`config.mk`:
```
export PLATFORM = sky130hd
export DESIGN_NAME = cla_adder_pipe
export DESIGN_NICKNAME = d
export VERILOG_FILES = /design/src/rtl/cla_adder_pipe.sv
export SDC_FILE = /design/constraint.sdc
export NUM_CORES = 1
export LEC_CHECK = 0
export CORE_MARGIN = 2
export CORE_UTILIZATION = 40
export CTS_BUF_LIST = sky130_fd_sc_hd__clkbuf_4
export CTS_CLUSTER_SIZE = 12
export DETAILED_ROUTE_END_ITERATION = 16
export GPL_TIMING_DRIVEN = 0
export PLACE_DENSITY = 0.57
export SLEW_MARGIN = 15
export SYNTH_ARGS = -nofsm -noshare
export SYNTH_HDL_FRONTEND = slang
export SYNTH_SLANG_ARGS = --single-unit
export TNS_END_PERCENT = 20
```
`constraint.sdc`:
```
create_clock -name clk -period 9 [get_ports clk]
set_input_delay 1.35 -clock clk [delete_from_list [all_inputs] [get_ports clk]]
set_output_delay 1.35 -clock clk [all_outputs]
set_load 0.01 [all_outputs]
```
`src/rtl/cla_adder_pipe.sv`:
```
// Carry-pipelined carry-lookahead adder/subtractor: one 4-bit CLA group resolved per stage.
// Define CLA_OVF_EN to add the registered signed-overflow output ovf_out.
module cla_adder_pipe #(
  parameter int unsigned WIDTH = 16
) (
  input  logic             clk,
  input  logic             rst,
  input  logic             in_valid,
  output logic             in_ready,
  input  logic [WIDTH-1:0] A_in,
  input  logic [WIDTH-1:0] B_in,
  input  logic             C0_in,
  input  logic             sub_in,
  output logic             out_valid,
  input  logic             out_ready,
  output logic [WIDTH-1:0] S_out,
  output logic             C_out
`ifdef CLA_OVF_EN
  ,
  output logic             ovf_out
`endif
);

  localparam int unsigned NGRP = WIDTH / 4;

  logic advance;

  // Whole pipeline moves as one; bubbles are kept so latency is fixed.
  assign advance  = out_ready || !out_valid;
  assign in_ready = advance;

  function automatic logic [4:0] cla4(input logic [3:0] a, input logic [3:0] b, input logic ci);
    logic [3:0] g;
    logic [3:0] p;
    logic [4:0] c;
    g    = a & b;
    p    = a ^ b;
    c[0] = ci;
    c[1] = g[0] | (p[0] & ci);
    c[2] = g[1] | (p[1] & g[0]) | (p[1] & p[0] & ci);
    c[3] = g[2] | (p[2] & g[1]) | (p[2] & p[1] & g[0]) | (p[2] & p[1] & p[0] & ci);
    c[4] = g[3] | (p[3] & g[2]) | (p[3] & p[2] & g[1]) | (p[3] & p[2] & p[1] & g[0])
         | (&p & ci);
    return {c[4], p ^ c[3:0]};
  endfunction

  // sa holds {resolved sum bits, unresolved A bits}; each stage shifts one group of sum in at
  // the top, so the current A group is always sa[3:0] and the final stage holds S in order.
  for (genvar k = 0; k <= NGRP; k++) begin : g_stg
    logic             vld;
    logic             cy;
    logic [WIDTH-1:0] sa;

    // Unresolved B' bits only; shrinks by one group per stage.
    if (k < NGRP) begin : g_b
      logic [WIDTH-4*k-1:0] b;
    end

    if (k == 0) begin : g_in
      always_ff @(posedge clk or posedge rst) begin
        if (rst) begin
          vld             <= 1'b0;
          cy              <= 1'b0;
          sa              <= '0;
          g_stg[0].g_b.b  <= '0;
        end else if (advance) begin
          vld             <= in_valid;
          cy              <= sub_in ^ C0_in;
          sa              <= A_in;
          g_stg[0].g_b.b  <= sub_in ? ~B_in : B_in;
        end
      end
    end else begin : g_cla
      logic [4:0] res;

      assign res = cla4(g_stg[k-1].sa[3:0], g_stg[k-1].g_b.b[3:0], g_stg[k-1].cy);

      always_ff @(posedge clk or posedge rst) begin
        if (rst) begin
          vld <= 1'b0;
          cy  <= 1'b0;
          sa  <= '0;
        end else if (advance) begin
          vld <= g_stg[k-1].vld;
          cy  <= res[4];
          sa  <= WIDTH'({res[3:0], g_stg[k-1].sa} >> 4);
        end
      end

      if (k < NGRP) begin : g_fwd
        always_ff @(posedge clk or posedge rst) begin
          if (rst) begin
            g_stg[k].g_b.b <= '0;
          end else if (advance) begin
            g_stg[k].g_b.b <= g_stg[k-1].g_b.b[WIDTH-4*k+3:4];
          end
        end
      end

`ifdef CLA_OVF_EN
      // The operand MSBs are last visible in the MSB group, so overflow is formed here.
      if (k == NGRP) begin : g_ovf
        logic ovf;
        always_ff @(posedge clk or posedge rst) begin
          if (rst) begin
            ovf <= 1'b0;
          end else if (advance) begin
            ovf <= (g_stg[k-1].sa[3] == g_stg[k-1].g_b.b[3]) && (res[3] != g_stg[k-1].sa[3]);
          end
        end
      end
`endif
    end
  end

  // Output register: holds the result steady while downstream stalls.
  always_ff @(posedge clk or posedge rst) begin
    if (rst) begin
      out_valid <= 1'b0;
      S_out     <= '0;
      C_out     <= 1'b0;
`ifdef CLA_OVF_EN
      ovf_out   <= 1'b0;
`endif
    end else if (advance) begin
      out_valid <= g_stg[NGRP].vld;
      S_out     <= g_stg[NGRP].sa;
      C_out     <= g_stg[NGRP].cy;
`ifdef CLA_OVF_EN
      ovf_out   <= g_stg[NGRP].g_cla.g_ovf.ovf;
`endif
    end
  end

endmodule
```
---- Word-level counts from Yosys, hierarchy flattened ----
Index checks and enable logic that the tools add are counted.
word-level totals
  register bits after elaboration ......... 148
  latch bits .............................. 0
  memory bits (writable) .................. 0
  ROM bits ................................ 0
  logic and storage cells ................. 143
  memories ................................ 0
cells by class
  add/subtract/negate cells ............... 0
  $mul .................................... 0
  divide/modulo/power cells ............... 0
  $lt $le $gt $ge ......................... 0
  equality and inequality tests ........... 0
  shift operators ......................... 0
  multiplexer cells ....................... 1
  bitwise gates (word level) .............. 114
  reductions and logical operators ........ 6
operators with widths
  cell                 number
  1-bit bitwise AND    60
  1-bit bitwise OR     40
  4-bit XOR            8
  4-bit bitwise AND    4
  16-bit 2-to-1 mux    1
  16-bit inverter      1
  4-bit AND reduction  4
  1-bit logical NOT    1
  1-bit logical OR     1
  1-bit XOR            1

---- Longest topological paths before layout ----
Gate-level depths: netlist of run 1.
  word-level depth ........................ 6
  depth in mapped cells ................... 7
  mapped depth without buffers ............ 5

---- Least setup slack after synthesis of run 1 ----
Ideal clock, no wire load.
  path type ............................... input-to-output
  start ................................... in out_ready
  end ..................................... out in_ready
  arrival time ............................ 1.787 ns
  setup slack ............................. 5.863 ns
  stages on the path ...................... 4
  cell sequence ........................... nor2b_2 > buf_6 > inv_4 > buf_2
between the ends
  cells in the longest elaborated chain, start to end .. 1
RTL lines
  element           RTL line  RTL
  from (decl)       15        input logic out_ready,
  1-bit logical OR  29        assign advance = out_ready || !out_valid;
  to (decl)         9         output logic in_ready,
No other way between the ends.

---- Worst setup path in the final report of run 1 ----
Ends and elaborated chain as after synthesis.

==> results.py, run 1 <==
metrics = {
    "run_status": {
        "outcome": "finished clean",
    },
    "floorplan": {
        "die_w_um": 129.0,
        "coreArea_mm2": 0.01526,
        "rows": 45,
        "die_y_um": 129.0,
        "die-area_mm2": 0.01665,
        "ioPinCount": 57,
        "start_util_pct": 40.99,
    },
    "power": {
        "irDropWorstVdd_v": 0.0001188,
        "power_switching_share_pct": 35.71,
        "powerDensity_mw_per_mm2": 342.8,
        "pwr-share-clk_pct": 20.2,
        "p_int_mw": 1.648,
        "combPwrFrac_pct": 35.5,
        "finalPower_mw": 2.564,
        "leakage_nw": 3.795,
        "p_switching_mw": 0.9154,
        "power_frac_seq_pct": 44.3,
    },
    "route": {
        "drcViolationCount": 0,
        "antenna_left": 0,
        "drt_pass1_iterations": 5,
        "vias": 4413,
        "drt-initial-drc-count": 253,
        "wl_um": 12860,
        "wl_per_cell_um": 13.28,
        "routed_via_density": 4.559,
    },
    "global_route": {
        "grt_pass1_wl_um": 21600,
        "grt_pass1_vias": 4465,
        "overflow": 0,
        "antenna_found_initial": 0,
        "track_usage_pct": 17.03,
        "grt_max_degree": 94,
    },
    "timing": {
        "tightest_slew_ns": 0.4897,
        "slew_headroom_pct": 67.35,
        "hold_viol_final": 0,
        "rsz0062_at_grt": "no",
        "skew_ns": 0.01883,
        "fin_tns_setup_ns": 0,
        "setup_viol": 0,
        "slew_violations": 0,
        "post-route-period-util_pct": 47.73,
        "max_freq_mhz": 232.8,
        "min_period_ns": 4.295,
    },
    "clock_tree": {
        "clock_sinks": 148,
        "h-tree-depth": 4,
        "cts_setup_buffers": 0,
        "cts_root_buf": "clkbuf_4",
        "clock_path_buffers": 2,
        "cts_buffers": 17,
        "clock_latency_ns": 0.56,
        "cts_tree": "done",
        "postCtsHoldBufs": 0,
        "clk_pin_slew_ns": 0.11,
        "cts-resized-gates": 0,
    },
    "synth": {
        "yosysTopAreaCell": "dfrtp_1",
        "synthTopCellsByCount": "359 x nand2_1, 148 x dfrtp_1, 30 x o21ai_0, 21 x buf_2, 21 x xnor2_1",
        "synth_ff_type": "dfrtp_1",
        "async_reset_ff_share_pct": 100.0,
        "synthCells": 669,
        "synth_seq_area_share_pct": 59.21,
        "synth_area_leaders": "dfrtp_1 59%, nand2_1 22%, ha_1 3.2%, xnor2_1 2.9%, o21ai_0 2.4%",
        "ys_types": 24,
        "syn_area_per_cell_um2": 9.349,
        "synth-seq-cells": 148,
        "synth_edf_count": 0,
        "synth.most_common_cell": "nand2_1",
        "syn-cell-area_mm2": 0.006255,
        "synth_top_area_share_pct": 59.21,
        "yosys_warnings": 0,
        "syn_nets": 727,
    },
    "finish": {
        "fillers": 1484,
        "num-nets-final": 802,
        "drive_above_1_share_pct": 9.115,
        "design_area_mm2": 0.007478,
        "area_growth_pct": 19.56,
        "diodes": 0,
        "post-route-util_pct": 49.01,
    },
    "worst_setup_path": {
        "crit_required_ns": 7.65,
        "crit_path_max_fanout": 10,
        "reg2reg_depth": 5,
        "r2r_start": "g_stg[3].sa[1]",
        "crit_type": "primary input to output port",
        "cp.arrival_ns": 2.95,
        "endpoint_kind": "output port",
        "regToRegEndpoint": "g_stg[4].sa[15]",
        "startpoint_type": "primary input",
        "setup.worst_path.start": "out_ready",
        "rrSetupSlack_ns": 7.37,
    },
    "placement": {
        "io_buffers": 55,
        "dpl_cell_area_mm2": 0.007104,
        "gp_congestion": 0.8812,
        "post-dp-hpwl_um": 9280,
    },
    "worst_hold_path": {
        "holdPathEnd": "S_out[1]",
        "hold_start": "S_out[1]",
        "worstHoldPathCells": 2,
        "hp-class": "flip-flop to flip-flop",
    },
    "run": {
        "maxCapViolations": 0,
    },
}
-- routing by layer --
metal / vias to the layer above / part of all wire [%] / GRT usage (%)
li1: 2245 / - / -
met1: 2066 / 46 / 21.66
met5: - / 0 / 0
met3: 21 / 3.8 / 4.005
met2: 81 / 47 / 28.01
met4: 0 / 2.6 / 7.417
-- final cells by class --
type                    count  area [um2]  share of cell area (%)
multi-input cells         477        2278                   30.47
well taps                 211       264.0                   3.530
clock inverters            13       231.5                   3.095
clock buffers              19       142.6                   1.907
inverters                  10       47.55                  0.6358
plain buffers              34       232.7                   3.112
flip-flops and latches    148        3704                   49.52
repair buffers             56       578.1                   7.730
-- layout by cell type, fill, tap and decap left out, drive strengths merged --
| master | instances |
|---|---|
| buf | 33 |
| a41o | 2 |
| a211oi | 1 |
| inv | 10 |
| clkinvlp | 4 |
| nand2b | 1 |
| xor2 | 8 |
| bufinv | 6 |
| a21oi | 15 |
| clkinv | 3 |
| clkdlybuf4s50 | 55 |
| nor2 | 5 |
| nand2 | 359 |
| clkbuf | 21 |
| nor2b | 1 |
| ha | 16 |
| fa | 4 |
| dfrtp | 148 |
| xnor2 | 21 |
| a21o | 6 |
| a41oi | 2 |
| mux2i | 2 |
| o21ai | 34 |
-- logic make-up (layout without fill, tap and decap cells) --
family	Yosys count	after routing	share of synthesized area, %
XOR/XNOR	29	29	4.061
adder cells (fa/ha/maj)	20	20	4.481
flip-flops	148	148	59.21
multiplexers	2	2	0.3201
AO/OA/AOI/OAI	60	60	5.481
buffers and inverters	44	132	4.361
AND/OR/NAND/NOR	366	366	22.08
-- state kept, by name (all words and copies together) (netlist names) --
register and count:
S_out 16, g_stg.cy 5, g_stg.sa 80, C_out 1
g_stg.vld 5, out_valid 1, g_stg.g_b.b 40
-- worst max-delay path, cell delays in order --
cell and delay (ns):
clkdlybuf4s50_1 0.47, nor2b_2 0.05, buf_6 0.14, inv_4 0.08, buf_2 0.26, clkdlybuf4s50_1 0.59
-- through the flow --
| step | hold slack, ns | setup WS, ns | std cells |
|---|---|---|---|
| floorplan | 0.4300 | 3.670 | 669 |
| global placement | 0.4486 | 1.766 | 935 |
| detailed placement | 0.4555 | 4.686 | 936 |
| CTS | 0.4814 | 4.684 | 968 |
| global route | 0.4992 | 4.634 | 968 |
| finish | 0.4744 | 4.705 | 968 |
-- how the worst max path moves through the flow --
stage	to	slack, ns	cells after the start
floorplan	C_out	3.67	1
global placement	g_stg[0].g_b.b[9]	1.77	2
detailed placement	in_ready	4.69	6
CTS	in_ready	4.68	6
global route	in_ready	4.63	6
finish	in_ready	4.70	6
-- power groups by stage --
stage	sequential [mW]	combinational, mW	clock [mW]
6_report	1.14	0.909	0.519
3_3_place_gp	1.14	0.889	0
4_1_cts	1.14	0.925	0.533
3_5_place_dp	1.15	0.922	0
2_1_floorplan	1.12	0.635	0
5_1_grt	1.17	1.04	0.561
Note: power is estimated with default switching activity, not from simulation.
==> run 2, diff against run 1 <==
==> constraint.sdc (replaced) <==
create_clock -name clk -period 4 [get_ports clk]
set_input_delay 0.6 -clock clk [delete_from_list [all_inputs] [get_ports clk]]
set_output_delay 0.6 -clock clk [all_outputs]
set_load 0.01 [all_outputs]
==> run 2 against run 1 <==
  * Clock power grew 140%
  * Sequential cell count did not move
  * Die area unchanged
  * First-iteration DRC count grew 1.6%
  * Worst hold slack lost 0.068 ns
  * Wire length rose by 2.2%
  * Via count increased by 1.7%
  * Total power up 130%
  * Critical path depth decreased by 1
  * Cell area rose by 1.4%
  * Critical path type is now flip-flop to output port
==> results.py, run 2 (same netlist as run 1, synthesis figures left out) <==
metrics = {
    "run_status": {
        "outcome": "finished clean",
    },
    "worst_setup_path": {
        "critPathSlowestCell": "clkdlybuf4s50_1",
        "rrSetupSlack_ns": 2.35,
        "crit_type": "flip-flop to output port",
        "cp_top_family": "buffers and inverters",
        "critPathBufInv": 4,
        "r2r_start": "g_stg[0].sa[1]",
        "startpoint_type": "flip-flop",
        "cp.arrival_ns": 2.21,
        "endpoint_kind": "output port",
        "regToRegEndpoint": "g_stg[1].sa[15]",
        "crit_required_ns": 3.40,
        "crit_path_max_fanout": 10,
        "reg2reg_depth": 5,
        "critical_path_depth": 5,
        "cp_cell_sequence": "nor2b_2, buf_6, inv_4, buf_2, clkdlybuf4s50_1",
        "cpPeakStageDelay_ns": 0.59,
    },
    "clock_tree": {
        "clock_path_buffers": 2,
        "cts_buffers": 17,
        "clk_pin_slew_ns": 0.13,
        "h-tree-depth": 4,
        "clock_sinks": 148,
        "clock_latency_ns": 0.57,
        "postCtsHoldBufs": 0,
        "cts-resized-gates": 0,
        "cts_setup_buffers": 0,
        "cts_tree": "done",
        "cts_root_buf": "clkbuf_4",
    },
    "route": {
        "antenna_left": 0,
        "drcViolationCount": 0,
        "drt-initial-drc-count": 257,
        "vias": 4486,
        "routed_via_density": 4.615,
        "drt_pass1_iterations": 4,
        "wl_um": 13140,
        "wl_per_cell_um": 13.52,
    },
    "finish": {
        "mostFrequentLayoutCells": "359 x nand2_1, 148 x dfrtp_1, 55 x clkdlybuf4s50_1",
        "final_common_cell": "nand2_1",
        "num-nets-final": 806,
        "drive_above_1_share_pct": 9.593,
        "top_regs": "g_stg.sa (80), g_stg.g_b.b (40), S_out (16)",
        "diodes": 0,
        "top_register": "g_stg.sa",
        "largest_reg_flops": 80,
        "post-route-util_pct": 49.68,
        "area_growth_pct": 21.20,
    },
    "placement": {
        "post-dp-hpwl_um": 9716,
        "io_buffers": 55,
        "dp_slack_ns": 1.187,
        "gp_congestion": 0.8831,
    },
    "timing": {
        "max_freq_mhz": 355.4,
        "tightest_slew_ns": 0.5160,
        "hold_viol_final": 0,
        "skew_ns": 0.01991,
        "layout_setup_ws_ns": 1.186,
        "post-route-period-util_pct": 70.34,
        "slew_violations": 0,
        "setup_viol": 0,
        "fin_tns_setup_ns": 0,
        "slew_headroom_pct": 65.60,
        "min_period_ns": 2.814,
        "rsz0062_at_grt": "no",
    },
    "floorplan": {
        "rows": 45,
        "die-area_mm2": 0.01665,
        "start_util_pct": 40.99,
        "die_w_um": 129.0,
        "ioPinCount": 57,
        "coreArea_mm2": 0.01526,
        "die_y_um": 129.0,
    },
    "global_route": {
        "grt_max_degree": 36,
        "track_usage_pct": 17.70,
        "grt_pass1_vias": 4527,
        "overflow": 0,
        "grt_pass1_wl_um": 22370,
        "antenna_found_initial": 0,
    },
    "run": {
        "maxCapViolations": 0,
    },
    "power": {
        "irDropWorstVdd_v": 0.0002468,
        "powerDensity_mw_per_mm2": 771.0,
        "leakage_nw": 3.851,
    },
    "worst_hold_path": {
        "hp-class": "primary input to asynchronous set/reset pin",
    },
}
==> run 2: cell count changes in the layout (fill, tap and decap cells not counted), sizes merged <==
cell	change
clkinv	+3
bufinv	+1
clkbuf	-1
buf	+4
clkinvlp	-2
inv	-1
==> run 2: worst register-to-register path: stages, from the launching register on <==
cell     delay (ns)
dfrtp_1        0.40
ha_1           0.35
a41o_1         0.22
a21oi_1        0.22
xor2_1         0.22
o21ai_0        0.10
==> run 2: metrics by stage <==
step | power [mW] | instances | hold WS, ns | area (um2)
2_1_floorplan | 3.942 | 669 | 0.4300 | 6259
3_3_place_gp | 4.572 | 935 | 0.4486 | 7073
3_5_place_dp | 4.685 | 940 | 0.4548 | 7188
4_1_cts | 5.922 | 972 | 0.3808 | 7581
5_1_grt | 6.328 | 972 | 0.4178 | 7581
6_report | 5.845 | 972 | 0.4065 | 7581
==> run 2: worst max-delay path by stage <==
| stage | start | endpoint | slack [ns] |
|---|---|---|---|
| 2_1_floorplan | rst | C_out | 1.54 |
| 3_3_place_gp | rst | g_stg[0].g_b.b[7] | 0.31 |
| 3_5_place_dp | out_ready | in_ready | 1.19 |
| 4_1_cts | out_valid | in_ready | 1.14 |
| 5_1_grt | out_valid | in_ready | 1.09 |
| 6_report | out_valid | in_ready | 1.19 |
==> run 2: cell type report <==
cell class              instances  area [um2]
inverters                      10       43.79
clock inverters                14       257.7
plain buffers                  34       232.7
multi-input cells             477        2278
fillers                      1493        7677
repair buffers                 60       665.6
well taps                     211       264.0
flip-flops and latches        148        3704
clock buffers                  18       135.1
==> run 2: power breakdown <==
group / leakage [nW] / internal (mW) / switching (mW)
Clock: 0.204 / 0.689 / 0.538
Sequential: 1.80 / 2.16 / 0.395
Combinational: 1.85 / 0.923 / 1.14
Total: 3.85 / 3.78 / 2.07
==> run 2: routing by layer <==
metal  vias to the layer above  global-route usage [%]  wire (um)
li1                       2246                       -          -
met1                      2132                   22.38       6017
met2                        82                   28.82       6218
met3                        26                   4.046        452
met4                         0                   8.760        455
met5                         -                       0          0
==> run 3, diff against run 2 <==
--- a/config.mk
+++ b/config.mk
@@ -11,7 +11,7 @@
 export CTS_CLUSTER_SIZE = 12
 export DETAILED_ROUTE_END_ITERATION = 16
 export GPL_TIMING_DRIVEN = 0
-export PLACE_DENSITY = 0.57
+export PLACE_DENSITY = 0.59
 export SLEW_MARGIN = 15
 export SYNTH_ARGS = -nofsm -noshare
 export SYNTH_HDL_FRONTEND = slang
==> constraint.sdc (replaced) <==
create_clock -name clk -period 2.32 [get_ports clk]
set_input_delay 0.348 -clock clk [delete_from_list [all_inputs] [get_ports clk]]
set_output_delay 0.348 -clock clk [all_outputs]
set_load 0.01 [all_outputs]
==> run 3 against run 2 <==
  * Wire length decreased by 1.5%
  * Via count fell by 0.53%
  * Critical endpoint unchanged
  * Sequential power is 72% higher
  * Setup slack got worse by 0.89 ns
  * Cell area shrank 1.5%
  * Worst hold slack got worse by 0.21 ns
  * First-iteration DRC count down 20%
  * Final cell count decreased by 0.31%
==> results.py, run 3 (same netlist as run 1, synthesis figures left out) <==
metrics = {
    "run_status": {
        "outcome": "finished clean",
    },
    "timing": {
        "max_freq_mhz": 494.6,
        "slew_headroom_pct": 59.26,
        "setup_viol": 0,
        "layout_setup_ws_ns": 0.2983,
        "tightest_slew_ns": 0.6098,
        "slew_violations": 0,
        "rsz0062_at_grt": "no",
        "post-route-period-util_pct": 87.14,
        "skew_ns": 0.01433,
        "hold_viol_final": 0,
        "fin_tns_setup_ns": 0,
        "min_period_ns": 2.022,
    },
    "placement": {
        "io_buffers": 55,
        "dp_slack_ns": 0.01735,
        "post-dp-hpwl_um": 9578,
        "dpl_cell_area_mm2": 0.007153,
        "gp_congestion": 0.8708,
    },
    "clock_tree": {
        "cts_tree": "done",
        "clock_sinks": 148,
        "clk_pin_slew_ns": 0.12,
        "clock_path_buffers": 2,
        "postCtsHoldBufs": 0,
        "h-tree-depth": 4,
        "cts_root_buf": "clkbuf_4",
        "clock_latency_ns": 0.55,
        "cts_buffers": 17,
    },
    "finish": {
        "drive_above_1_share_pct": 9.103,
        "num-nets-final": 804,
        "design_area_mm2": 0.007465,
        "mostFrequentLayoutCells": "359 x nand2_1, 148 x dfrtp_1, 54 x clkdlybuf4s50_1",
        "area_growth_pct": 19.34,
        "final_common_cell": "nand2_1",
        "top_register": "g_stg.sa",
        "diodes": 0,
        "fillers": 1478,
        "top_regs": "g_stg.sa (80), g_stg.g_b.b (40), S_out (16)",
        "largest_reg_flops": 80,
    },
    "global_route": {
        "grt_max_degree": 38,
        "grt_pass1_vias": 4521,
        "grt_pass1_wl_um": 22070,
        "track_usage_pct": 17.31,
        "antenna_found_initial": 0,
        "overflow": 0,
    },
    "route": {
        "route.met3.wl_um": 488,
        "drt-initial-drc-count": 206,
        "top_layer_used": "met4",
        "vias": 4462,
        "drt_pass1_iterations": 4,
        "drcViolationCount": 0,
        "wl_um": 12950,
        "wl_per_cell_um": 13.37,
        "antenna_left": 0,
        "drt-met1-wl_um": 6106,
        "routed_via_density": 4.605,
        "dr_wl_met2_um": 6031,
    },
    "floorplan": {
        "rows": 45,
        "coreArea_mm2": 0.01526,
        "start_util_pct": 40.99,
        "ioPinCount": 57,
        "die-area_mm2": 0.01665,
        "die_w_um": 129.0,
        "die_y_um": 129.0,
    },
    "worst_setup_path": {
        "endpoint_kind": "output port",
        "crit_required_ns": 1.97,
        "startpoint_type": "flip-flop",
        "crit_type": "flip-flop to output port",
        "crit_path_max_fanout": 17,
        "cp.arrival_ns": 1.67,
    },
    "power": {
        "irDropWorstVdd_v": 0.0004896,
        "leakage_nw": 3.780,
        "powerDensity_mw_per_mm2": 1298,
    },
    "worst_hold_path": {
        "hp-class": "primary input to asynchronous set/reset pin",
    },
    "run": {
        "maxCapViolations": 0,
    },
}
-- run 3: layout make-up --
| type | count | area, um2 | share of cell area, % |
|---|---|---|---|
| timing repair buffer | 59 | 629.4 | 8.431 |
| clock buffer | 17 | 127.6 | 1.710 |
| buffer | 33 | 227.7 | 3.051 |
| tap | 211 | 264.0 | 3.537 |
| sequential | 148 | 3704 | 49.61 |
| clock inverter | 14 | 187.7 | 2.514 |
| multi-input combinational | 477 | 2278 | 30.52 |
| inverter | 10 | 46.29 | 0.6202 |
-- run 3: stage by stage --
step,util [%],power [mW],instances,hold slack (ns)
3_5_place_dp,46.88,8.051,939,0.4555
6_report,48.92,9.692,969,0.2008
4_1_cts,48.92,9.824,969,0.1579
3_3_place_gp,46.36,7.872,935,0.4492
5_1_grt,48.92,10.53,969,0.1751
2_1_floorplan,-,6.797,669,0.4300
-- run 3: power by group --
group	internal, mW	switching (mW)	total [mW]
clock	0.840	0.922	1.76
combinational	1.57	1.95	3.53
sequential	3.73	0.675	4.40
-- run 3: repair_timing --
item | in CTS | in global routing
setup endpoints to repair | 1 | 0
gates resized for setup | 2 | 0
hold endpoints to repair | 0 | 0
setup buffers | 0 | 0
-- run 3: final timing paths --
| kind | from | endpoint | slack [ns] | cells after the start |
|---|---|---|---|---|
| worst min register to register | g_stg[0].g_b.b[10] | g_stg[1].g_b.b[6] | 0.47 | 2 |
| worst max-delay path | out_valid | in_ready | 0.30 | 4 |
| worst max register to register | g_stg[3].sa[2] | g_stg[4].sa[15] | 0.63 | 5 |
| max in group asynchronous | rst | g_stg[4].sa[15] | 1.34 | 4 |
| worst min-delay path | rst | g_stg[0].sa[14] | 0.20 | 2 |
| min in group clk | sub_in | g_stg[0].g_b.b[11] | 0.20 | 3 |
-- run 3: critical path, stage by stage (launching register included) --
cell	delay (ns)
dfrtp_1	0.39
nor2b_2	0.15
buf_6	0.14
inv_6	0.14
dlygate4sd2_1	0.29
-- run 3: metal layers --
metal	GRT usage, %	up-vias
met2	27.95	83
met3	4.377	23
met5	0	-
li1	-	2239
met4	7.417	0
met1	22.36	2117
